## src/rtl/memory_access_if.sv

```systemverilog
// Handshake bundle for the memory-access stage: execute input, data-memory port, writeback output.
// The master modport is the stage's view; slave is the surrounding pipeline/memory.
interface memory_access_if #(
    parameter int XLEN = 64
);
    logic            in_valid;
    logic            in_ready;
    logic            in_is_load;
    logic            in_is_store;
    logic [2:0]      in_funct3;
    logic [XLEN-1:0] in_addr;
    logic [XLEN-1:0] in_store_data;
    logic [4:0]      in_rd;

    logic            req_valid;
    logic            req_ready;
    logic            req_we;
    logic [XLEN-1:0] req_addr;
    logic [XLEN-1:0] req_wdata;
    logic [7:0]      req_wstrb;
    logic            resp_valid;
    logic [XLEN-1:0] resp_rdata;

    logic            wb_valid;
    logic            wb_ready;
    logic            wb_we;
    logic [4:0]      wb_rd;
    logic [XLEN-1:0] wb_data;
    logic            wb_misalign;

    modport master (
        input  in_valid, in_is_load, in_is_store, in_funct3, in_addr, in_store_data, in_rd,
        output in_ready,
        output req_valid, req_we, req_addr, req_wdata, req_wstrb,
        input  req_ready, resp_valid, resp_rdata,
        output wb_valid, wb_we, wb_rd, wb_data, wb_misalign,
        input  wb_ready
    );

    modport slave (
        output in_valid, in_is_load, in_is_store, in_funct3, in_addr, in_store_data, in_rd,
        input  in_ready,
        input  req_valid, req_we, req_addr, req_wdata, req_wstrb,
        output req_ready, resp_valid, resp_rdata,
        input  wb_valid, wb_we, wb_rd, wb_data, wb_misalign,
        output wb_ready
    );
endinterface

```

## src/rtl/memory_access.sv

```systemverilog
// riscv64 memory-access stage: one instruction in flight, issues load/store requests,
// aligns/extends load data and presents one writeback record per instruction.
module memory_access #(
    parameter int XLEN = 64
) (
    input logic            clk,
    input logic            rst_n,
    memory_access_if.master bus
);
    typedef enum logic [1:0] {IDLE, REQ, WAIT, OUT} state_t;

    state_t     state;
    logic       ld_q;
    logic [2:0] f3_q;
    logic [2:0] off_q;

    logic            in_ld, in_st, in_mem, in_mis;
    logic [7:0]      in_mask;
    logic [2:0]      in_amsk;
    logic [7:0]      in_strb;
    logic [XLEN-1:0] in_wdata;
    logic [XLEN-1:0] sh_rdata;
    logic [XLEN-1:0] ld_data;

    assign bus.in_ready = (state == IDLE);

    // Both kind bits set resolves to a load.
    always_comb begin
        in_ld  = bus.in_is_load;
        in_st  = bus.in_is_store & ~bus.in_is_load;
        in_mem = in_ld | in_st;
        case (bus.in_funct3[1:0])
            2'd0:    begin in_mask = 8'h01; in_amsk = 3'b000; end
            2'd1:    begin in_mask = 8'h03; in_amsk = 3'b001; end
            2'd2:    begin in_mask = 8'h0F; in_amsk = 3'b011; end
            default: begin in_mask = 8'hFF; in_amsk = 3'b111; end
        endcase
        in_mis   = in_mem && |(bus.in_addr[2:0] & in_amsk);
        in_strb  = in_mask << bus.in_addr[2:0];
        in_wdata = bus.in_store_data << {bus.in_addr[2:0], 3'b000};
    end

    always_comb begin
        sh_rdata = bus.resp_rdata >> {off_q, 3'b000};
        case (f3_q)
            3'b000:  ld_data = {{(XLEN-8){sh_rdata[7]}},   sh_rdata[7:0]};
            3'b001:  ld_data = {{(XLEN-16){sh_rdata[15]}}, sh_rdata[15:0]};
            3'b010:  ld_data = {{(XLEN-32){sh_rdata[31]}}, sh_rdata[31:0]};
            3'b100:  ld_data = {{(XLEN-8){1'b0}},  sh_rdata[7:0]};
            3'b101:  ld_data = {{(XLEN-16){1'b0}}, sh_rdata[15:0]};
            3'b110:  ld_data = {{(XLEN-32){1'b0}}, sh_rdata[31:0]};
            default: ld_data = sh_rdata;
        endcase
    end

    always_ff @(posedge clk or negedge rst_n) begin
        if (!rst_n) begin
            state           <= IDLE;
            ld_q            <= 1'b0;
            f3_q            <= 3'b000;
            off_q           <= 3'b000;
            bus.req_valid   <= 1'b0;
            bus.req_we      <= 1'b0;
            bus.req_addr    <= '0;
            bus.req_wdata   <= '0;
            bus.req_wstrb   <= '0;
            bus.wb_valid    <= 1'b0;
            bus.wb_we       <= 1'b0;
            bus.wb_rd       <= '0;
            bus.wb_data     <= '0;
            bus.wb_misalign <= 1'b0;
        end else begin
            case (state)
                IDLE: if (bus.in_valid) begin
                    ld_q            <= in_ld;
                    f3_q            <= bus.in_funct3;
                    off_q           <= bus.in_addr[2:0];
                    bus.wb_rd       <= bus.in_rd;
                    bus.wb_misalign <= in_mis;
                    // ALU result and faulting address share the same path.
                    bus.wb_data     <= bus.in_addr;
                    bus.wb_we       <= !in_mem && (bus.in_rd != 5'd0);
                    if (in_mis || !in_mem) begin
                        bus.wb_valid <= 1'b1;
                        state        <= OUT;
                    end else begin
                        bus.req_valid <= 1'b1;
                        bus.req_we    <= in_st;
                        bus.req_addr  <= {bus.in_addr[XLEN-1:3], 3'b000};
                        bus.req_wstrb <= in_st ? in_strb : 8'h00;
                        bus.req_wdata <= in_st ? in_wdata : '0;
                        state         <= REQ;
                    end
                end
                REQ: if (bus.req_ready) begin
                    bus.req_valid <= 1'b0;
                    state         <= WAIT;
                end
                WAIT: if (bus.resp_valid) begin
                    bus.wb_valid <= 1'b1;
                    bus.wb_data  <= ld_q ? ld_data : '0;
                    bus.wb_we    <= ld_q && (bus.wb_rd != 5'd0);
                    state        <= OUT;
                end
                default: if (bus.wb_ready) begin
                    bus.wb_valid    <= 1'b0;
                    bus.wb_misalign <= 1'b0;
                    state           <= IDLE;
                end
            endcase
        end
    end
endmodule

```

## src/flat_wrapper.sv

```systemverilog
// flat-port wrapper written by rule: the top's interface ports become plain ports
module memory_access_flat 
#(
    parameter int XLEN = 64
)
  (clk, rst_n, bus_in_valid, bus_in_is_load, bus_in_is_store, bus_in_funct3, bus_in_addr, bus_in_store_data, bus_in_rd, bus_in_ready, bus_req_valid, bus_req_we, bus_req_addr, bus_req_wdata, bus_req_wstrb, bus_req_ready, bus_resp_valid, bus_resp_rdata, bus_wb_valid, bus_wb_we, bus_wb_rd, bus_wb_data, bus_wb_misalign, bus_wb_ready);
  memory_access_if #(.XLEN(XLEN)) bus_i ();
  input logic clk;
  input logic rst_n;
  input wire logic [$bits(bus_i.in_valid)-1:0] bus_in_valid;
  input wire logic [$bits(bus_i.in_is_load)-1:0] bus_in_is_load;
  input wire logic [$bits(bus_i.in_is_store)-1:0] bus_in_is_store;
  input wire logic [$bits(bus_i.in_funct3)-1:0] bus_in_funct3;
  input wire logic [$bits(bus_i.in_addr)-1:0] bus_in_addr;
  input wire logic [$bits(bus_i.in_store_data)-1:0] bus_in_store_data;
  input wire logic [$bits(bus_i.in_rd)-1:0] bus_in_rd;
  output wire logic [$bits(bus_i.in_ready)-1:0] bus_in_ready;
  output wire logic [$bits(bus_i.req_valid)-1:0] bus_req_valid;
  output wire logic [$bits(bus_i.req_we)-1:0] bus_req_we;
  output wire logic [$bits(bus_i.req_addr)-1:0] bus_req_addr;
  output wire logic [$bits(bus_i.req_wdata)-1:0] bus_req_wdata;
  output wire logic [$bits(bus_i.req_wstrb)-1:0] bus_req_wstrb;
  input wire logic [$bits(bus_i.req_ready)-1:0] bus_req_ready;
  input wire logic [$bits(bus_i.resp_valid)-1:0] bus_resp_valid;
  input wire logic [$bits(bus_i.resp_rdata)-1:0] bus_resp_rdata;
  output wire logic [$bits(bus_i.wb_valid)-1:0] bus_wb_valid;
  output wire logic [$bits(bus_i.wb_we)-1:0] bus_wb_we;
  output wire logic [$bits(bus_i.wb_rd)-1:0] bus_wb_rd;
  output wire logic [$bits(bus_i.wb_data)-1:0] bus_wb_data;
  output wire logic [$bits(bus_i.wb_misalign)-1:0] bus_wb_misalign;
  input wire logic [$bits(bus_i.wb_ready)-1:0] bus_wb_ready;
  assign bus_i.in_valid = bus_in_valid;
  assign bus_i.in_is_load = bus_in_is_load;
  assign bus_i.in_is_store = bus_in_is_store;
  assign bus_i.in_funct3 = bus_in_funct3;
  assign bus_i.in_addr = bus_in_addr;
  assign bus_i.in_store_data = bus_in_store_data;
  assign bus_i.in_rd = bus_in_rd;
  assign bus_in_ready = bus_i.in_ready;
  assign bus_req_valid = bus_i.req_valid;
  assign bus_req_we = bus_i.req_we;
  assign bus_req_addr = bus_i.req_addr;
  assign bus_req_wdata = bus_i.req_wdata;
  assign bus_req_wstrb = bus_i.req_wstrb;
  assign bus_i.req_ready = bus_req_ready;
  assign bus_i.resp_valid = bus_resp_valid;
  assign bus_i.resp_rdata = bus_resp_rdata;
  assign bus_wb_valid = bus_i.wb_valid;
  assign bus_wb_we = bus_i.wb_we;
  assign bus_wb_rd = bus_i.wb_rd;
  assign bus_wb_data = bus_i.wb_data;
  assign bus_wb_misalign = bus_i.wb_misalign;
  assign bus_i.wb_ready = bus_wb_ready;
  memory_access #(.XLEN(XLEN)) u_core (.clk(clk), .rst_n(rst_n), .bus(bus_i));
endmodule
```

## config.mk

```make
export PLATFORM = sky130hd
export DESIGN_NAME = memory_access_flat
export DESIGN_NICKNAME = d
export VERILOG_FILES = /design/src/rtl/memory_access_if.sv /design/src/rtl/memory_access.sv /design/src/flat_wrapper.sv
export SDC_FILE = /design/constraint.sdc
export NUM_CORES = 1
export LEC_CHECK = 0
export CAP_MARGIN = 15
export CORE_ASPECT_RATIO = 0.7
export CORE_MARGIN = 4
export CORE_UTILIZATION = 42
export DETAILED_ROUTE_END_ITERATION = 10
export PLACE_DENSITY = 0.83
export SYNTH_ARGS = -nofsm -noshare
export SYNTH_HDL_FRONTEND = slang
export SYNTH_SLANG_ARGS = --single-unit
export TNS_END_PERCENT = 100
```

## constraint.sdc

```tcl
create_clock -name clk -period 2 [get_ports clk]
set_input_delay 0.6 -clock clk [delete_from_list [all_inputs] [get_ports clk]]
set_output_delay 0.6 -clock clk [all_outputs]
set_load 0.02 [all_outputs]
```

==> impl_results.md, run 1 <==
* Switch share at 0.427
* Synthesis-to-finish area growth at 61.0%
* Cell area after layout at 0.0202 sq mm
* Slew HR at 0.515
* Pleak at 9.54 nW
* DR iter-0 viols at 1262
* Setup ws final at -165 ps
* Final setup violating endpoints at 53
* Root buf cell: clkbuf_16
* Clock sinks at 216
* Global-route wire length before repair at 79500 microns
* Sequential area share after synthesis at 0.432
* DR WL met3 at 5940 microns
* Initial antenna violation count at 10
* Outcome: complete, but fails checks
* Vias in the first global route at 12500
* CP startpoint: u_core.off_q[0]
* Die W at 214 microns
* Top-area cell type share of the netlist area at 0.432
* Setup TNS at -4870 ps
* Critical path's largest stage delay at 520 ps
* Syn Inst Count at 1211
* Via density at 5.84
* Fin util at 0.692
* Clock slew at reported path FFs at 60 ps
* Via count at 12900
* GRT Total Usage at 0.312
* Critical Path Sink Type: register
* Critical Path Sink: u_core.bus.wb_data[36]
* Internal cell power at 17.1 mW
* Setup WS pre-CTS at -673 ps
* Final max-slew violation count at 0
* Rows at 52
* Max-cap violations at 0
* CTS tree: built
* Worst-Skew Late Latency at 540 ps
* Most used cell, CP: buf_12
* WL met1 at 23300 microns
* RSZ-0062 raised after global routing: yes
* RR Startpoint: u_core.off_q[0]
* DRC violations left at 0
* Routed len/inst at 24.8 microns
* WL final at 54800 microns
* Count leader, synth: dfrtp_1
* PortBufs at 415
* Worst reg2reg setup slack at -170 ps
* Total CTS buffers at 24
* Core area at 0.0291 sq mm
* Yosys warns at 0
* Critical path cell sequence: buf_12 > mux2i_2 > mux4_2 > o22ai_4 > o31ai_4 > buf_6 > buf_12 > o21ai_2
* Synth Flop Type: dfrtp_1
* Fmax at 462 MHz
* Syn avg cell area at 10.3 sq um
* Tmin final at 2170 ps
* GPL Wtd Cong at 1.00
* Detailed-routed wire length on met2 at 23700 microns
* Area of the mapped netlist at 0.0125 sq mm
* Worst-path cell with the longest stage delay: mux4_2
* Yosys reg bits at 216
* Top post-synthesis cells by area: dfrtp_1, mux2i_1, mux4_2
* Die height at 152 microns
* Layout cells sized above 1 at 0.290
* Initial Util at 0.430
* Async SR Flop Fraction at 1.00
* Final worst-path cycle share at 1.08
* # fillers at 2247
* Drt pass-1 iters at 6
* Clock network fraction of design power at 0.159
* Highest metal used: met5
* Gr ovfl total at 0
* Clock Tree Buf Depth at 3
* Gate power share at 0.594
* Clk_skew at 27.6 ps
* Max FO, Critical Path at 7
* HP Class: register to register
* Violated checks: setup timing
* Setup Crit Path Kind: register to register
* P_sw at 12.8 mW
* Final nets at 2015
* Worst flop-to-flop path endpoint: u_core.bus.wb_data[36]
* Flop pwr share at 0.247
* Post-synth EDFFs at 0
* Detail Placement HPWL at 40900 microns
* DP Area at 0.0185 sq mm
* Data arrival, critical path at 2610 ps
* Hold Slack at 473 ps
* Io pins at 419
* CP required at 2450 ps
* Die ar. at 0.0327 sq mm
* Worst path depth at 8
* Crit path launch type: register
* Synth area leader: dfrtp_1
* CP top delay family: multiplexers
* VDD IR max at 1.24 mV
* Power per cell area at 1480 mW/mm^2
* Worst slew pin tran at 723 ps
* Top post-synthesis cells by count: dfrtp_1, nand2_1, mux2i_1
* Reg2reg path depth at 8
* H-tree levels at 1
* Pin count of the biggest net entering global routing at 61
* Worst Path Buf+Inv at 3
* Post-route ant nets at 0
* Final number of hold-violating endpoints at 0
* Post-synth cell types at 59
-- tightest hold or removal path: cells and delay by family (launching register included) --
kind	cells	cell delay, ps
AOI/OAI and AO/OA	1	60
DFF	1	340
and+or+nand+nor	1	40
-- power by group through the flow --
stage	Combinational (mW)	Sequential [mW]	Clock [mW]
after global placement	16.2	7.40	0
after floorplan	6.83	9.31	0
final	17.8	7.40	4.74
after CTS	15.9	7.38	4.81
after detailed placement	16.5	7.50	0
after global routing	18.8	7.60	5.02
-- worst min path at each step --
stage	startpoint	to	slack, ps	cells after the start
floorplan	rst_n	u_core.bus.req_addr[10]	300	0
global placement	u_core.bus.wb_data[2]	u_core.bus.wb_data[2]	460	2
detailed placement	u_core.bus.req_wstrb[7]	u_core.bus.req_wstrb[7]	470	2
CTS	u_core.bus.req_wstrb[7]	u_core.bus.req_wstrb[7]	480	2
global route	bus_in_addr[0]	u_core.off_q[0]	490	3
finish	u_core.bus.req_wstrb[7]	u_core.bus.req_wstrb[7]	470	2
-- flip-flops by register name, summed over array words and instances (netlist names) --
register                flops
u_core.bus.wb_misalign      1
u_core.off_q                3
u_core.bus.wb_rd            5
u_core.bus.req_we           1
u_core.state                2
u_core.bus.wb_we            1
u_core.bus.wb_valid         1
u_core.f3_q                 3
u_core.bus.req_wdata       64
u_core.bus.req_wstrb        8
u_core.bus.req_valid        1
u_core.ld_q                 1
u_core.bus.req_addr        61
u_core.bus.wb_data         64
-- stage by stage --
stage                     total power, mW  instances
after floorplan                      16.1       1213
after global placement               23.6       2110
after detailed placement             24.0       2110
after CTS                            28.1       2176
after global routing                 31.4       2207
final                                29.9       2207
-- cells by family (layout without fill, tap and decap cells) --
logic type	count (synthesis)	in the layout	synth area share
buffers and inverters	130	738	0.0468
multiplexers	210	210	0.215
AND/OR/NAND/NOR	335	335	0.131
adder cells (fa/ha/maj)	4	4	0.00400
AO/OA/AOI/OAI	315	315	0.172
other	1	11	0.000299
flip-flops	216	216	0.432
-- timing repair --
action                                  in CTS  in global routing
hold buffers                                 1                  0
setup buffers                               17                 17
gates cloned                                 4                  7
hold endpoints to repair                    38                  0
pin swaps                                    8                 29
gates resized for setup                    243                 89
endpoints found under the setup margin     262                144
-- area by class of cell --
| class | instances | area (sq um) | area share |
|---|---|---|---|
| diodes | 8 | 20.0 | 0.000992 |
| clock buffers | 35 | 743 | 0.0368 |
| clock inverters | 9 | 108 | 0.00533 |
| inverters | 24 | 93.8 | 0.00465 |
| multi-input cells | 867 | 7030 | 0.349 |
| flip-flops and latches | 216 | 5410 | 0.268 |
| well taps | 378 | 473 | 0.0234 |
| repair buffers | 670 | 6290 | 0.312 |
-- cells in the final DEF (no fill, tap or decap), drive strengths merged, types with 8 or more instances in the layout --
| master | Yosys | final |
|---|---|---|
| diode | 0 | 8 |
| nand2 | 135 | 135 |
| nor3b | 41 | 41 |
| mux2 | 71 | 71 |
| a31oi | 10 | 10 |
| buf | 52 | 250 |
| a211oi | 15 | 15 |
| a22o | 33 | 33 |
| a31o | 8 | 8 |
| o22ai | 10 | 10 |
| inv | 23 | 23 |
| o21ai | 111 | 111 |
| a2bb2oi | 9 | 9 |
| clkbuf | 54 | 43 |
| nor2 | 63 | 63 |
| clkdlybuf4s50 | 0 | 201 |
| a21oi | 70 | 70 |
| a211o | 9 | 9 |
| nand2b | 22 | 22 |
| a32oi | 8 | 8 |
| mux4 | 40 | 40 |
| nor2b | 27 | 27 |
| mux2i | 99 | 99 |
| a222oi | 8 | 8 |
| dfrtp | 216 | 216 |
| dlygate4sd2 | 0 | 206 |
| nor3 | 19 | 19 |
-- metal layers --
layer  GRT usage  vias up
met5           0        -
met4      0.0978        2
met3       0.112      103
met2       0.443      718
met1       0.445     6416
li1            -     5645
Note: power is estimated with default switching activity, not from simulation.
==> run 2: changes to the inputs <==
--- a/config.mk
+++ b/config.mk
@@ -6,11 +6,13 @@
 export NUM_CORES = 1
 export LEC_CHECK = 0
 export CAP_MARGIN = 15
+export CELL_PAD_IN_SITES_DETAIL_PLACEMENT = 0
+export CELL_PAD_IN_SITES_GLOBAL_PLACEMENT = 2
 export CORE_ASPECT_RATIO = 0.7
 export CORE_MARGIN = 4
-export CORE_UTILIZATION = 42
+export CORE_UTILIZATION = 25
 export DETAILED_ROUTE_END_ITERATION = 10
-export PLACE_DENSITY = 0.83
+export PLACE_DENSITY = 0.82
 export SYNTH_ARGS = -nofsm -noshare
 export SYNTH_HDL_FRONTEND = slang
 export SYNTH_SLANG_ARGS = --single-unit
==> impl_results.md, run 2 (synthesis gave the netlist of run 1 again) <==
* PortBufs at 415
* Violated checks: setup timing
* Core area at 0.0494 sq mm
* Vias in the first global route at 12500
* Critical Path Sink Type: register
* Via density at 4.93
* Critical path's largest stage delay at 560 ps
* P_sw at 12.4 mW
* GRT met1 Usage at 0.303
* Worst flop-to-flop path endpoint: u_core.bus.wb_data[37]
* Layout cells sized above 1 at 0.271
* Drt pass-1 iters at 6
* Clock sinks at 216
* Met2 Usage GRT at 0.301
* Final nets at 1985
* Most frequent cells in the layout: dfrtp_1, clkdlybuf4s50_1, dlygate4sd2_1
* Rows at 68
* Setup WS pre-CTS at -647 ps
* Via count at 12200
* Critical path cell sequence: buf_12 > mux2i_2 > mux4_2 > o22ai_4 > o31ai_4 > buf_12 > o21ai_2
* Final max-slew violation count at 0
* Setup Crit Path Kind: register to register
* Worst-path cell with the longest stage delay: mux4_2
* Detail Placement HPWL at 45300 microns
* Clock network fraction of design power at 0.170
* Root buf cell: clkbuf_16
* Max FO, Critical Path at 30
* Data arrival, critical path at 2710 ps
* Worst reg2reg setup slack at -230 ps
* Clock slew at reported path FFs at 60 ps
* Cell area after layout at 0.0199 sq mm
* Max-cap violations at 0
* Total CTS buffers at 26
* GPL Wtd Cong at 0.933
* Synthesis-to-finish area growth at 59.3%
* Clock Tree Buf Depth at 3
* Post-route ant nets at 0
* DP Area at 0.0189 sq mm
* Slew HR at 0.434
* Routed len/inst at 23.2 microns
* WL final at 57200 microns
* Pleak at 9.25 nW
* Crit path launch type: register
* Initial Util at 0.253
* Pin count of the biggest net entering global routing at 63
* Most used cell, CP: buf_12
* Die height at 195 microns
* Die W at 276 microns
* Final number of hold-violating endpoints at 0
* GRT Total Usage at 0.206
* DR iter-0 viols at 912
* Reg2reg path depth at 7
* DRC violations left at 0
* Final setup violating endpoints at 58
* Hold Slack at 480 ps
* Gate power share at 0.574
* Global-route wire length before repair at 84300 microns
* Fmax at 449 MHz
* RSZ-0062 raised after global routing: yes
* Switch share at 0.429
* Top Registers: u_core.bus.req_wdata: 64 flops, u_core.bus.wb_data: 64 flops, u_core.bus.req_addr: 61 flops
* Gr ovfl total at 0
* HP Class: register to register
* Initial antenna violation count at 7
* CP required at 2490 ps
* Power after layout at 28.8 mW
* Setup ws final at -227 ps
* VDD IR max at 0.638 mV
* Routing usage on met3 at 0.0555
* Io pins at 419
* Outcome: complete, but fails checks
* Internal cell power at 16.5 mW
* Commonest non-fill, non-tap cell in the layout: dfrtp_1
* Clk_skew at 25.7 ps
* Die ar. at 0.0538 sq mm
* Flop pwr share at 0.256
* CTS tree: built
* Worst Hold Path EP: u_core.bus.wb_data[2]
* H-tree levels at 1
* Hold Path Stages at 2
* Worst slew pin tran at 840 ps
* Final worst-path cycle share at 1.11
* Tmin final at 2230 ps
* Worst-Skew Late Latency at 560 ps
* Busiest grt layer: met1
* RR Startpoint: u_core.off_q[0]
* Fin util at 0.404
* Hold path start: u_core.bus.wb_data[2]
* Power per cell area at 1450 mW/mm^2
run 2: cell count changes in the layout (fill, tap and decap cells not counted), sizes merged, moves of 2 or more:
cell,change
buf,-23
clkdlybuf4s15,+8
clkdlybuf4s50,+2
dlygate4sd2,-9
dlymetal6s2s,-2
clkinvlp,-3
run 2: layout make-up:
class | count | area [sq um]
fill | 4819 | 29500
multi-input combinational | 867 | 6800
timing repair buffer | 638 | 5930
sequential | 216 | 5410
tap | 665 | 832
clock buffer | 41 | 747
clock inverter | 6 | 116
inverter | 24 | 90.1
antenna | 7 | 17.5
run 2: power by group through the flow:
stage | logic (mW) | clock network, mW | registers [mW]
after detailed placement | 17.0 | 0 | 7.54
after CTS | 16.5 | 5.09 | 7.40
after global routing | 17.8 | 5.25 | 7.64
after floorplan | 6.83 | 0 | 9.31
after global placement | 16.9 | 0 | 7.47
final | 16.5 | 4.91 | 7.39
run 2: worst max path at each step:
stage | endpoint | slack [ps] | from
after floorplan | u_core.bus.wb_data[21] | -7 | u_core.state[1]
after global placement | u_core.bus.wb_data[63] | -600 | bus_in_valid
after detailed placement | u_core.bus.wb_data[17] | -650 | bus_in_valid
after CTS | u_core.bus.wb_data[51] | -220 | u_core.off_q[0]
after global routing | u_core.bus.wb_data[37] | -290 | u_core.off_q[0]
final | u_core.bus.wb_data[37] | -230 | u_core.off_q[0]
run 2: metrics by stage:
stage,setup TNS [ps],instances
global route,-15580,2463
finish,-10770,2464
detailed placement,-93340,2400
floorplan,-6.67,1213
global placement,-88420,2400
CTS,-10200,2457
run 2: per-layer routing:
layer | routed length [microns] | part of all wire
met1 | 27200 | 0.48
met2 | 24400 | 0.43
met3 | 4160 | 0.073
met4 | 1350 | 0.024
met5 | 13 | 0.00023
run 2: critical path: cells and delay by family (launching register included):
| family | cells | cell delay [ps] |
|---|---|---|
| buf+inv | 2 | 360 |
| flops | 1 | 530 |
| mux | 2 | 710 |
| compound gates | 3 | 510 |
run 2: repair_timing:
action	in CTS	in global routing
hold buffers	1	0
setup buffers	8	0
setup endpoints to repair	279	168
gates cloned	1	0
hold endpoints to repair	27	0
pin swaps	8	3
gates resized for setup	277	33
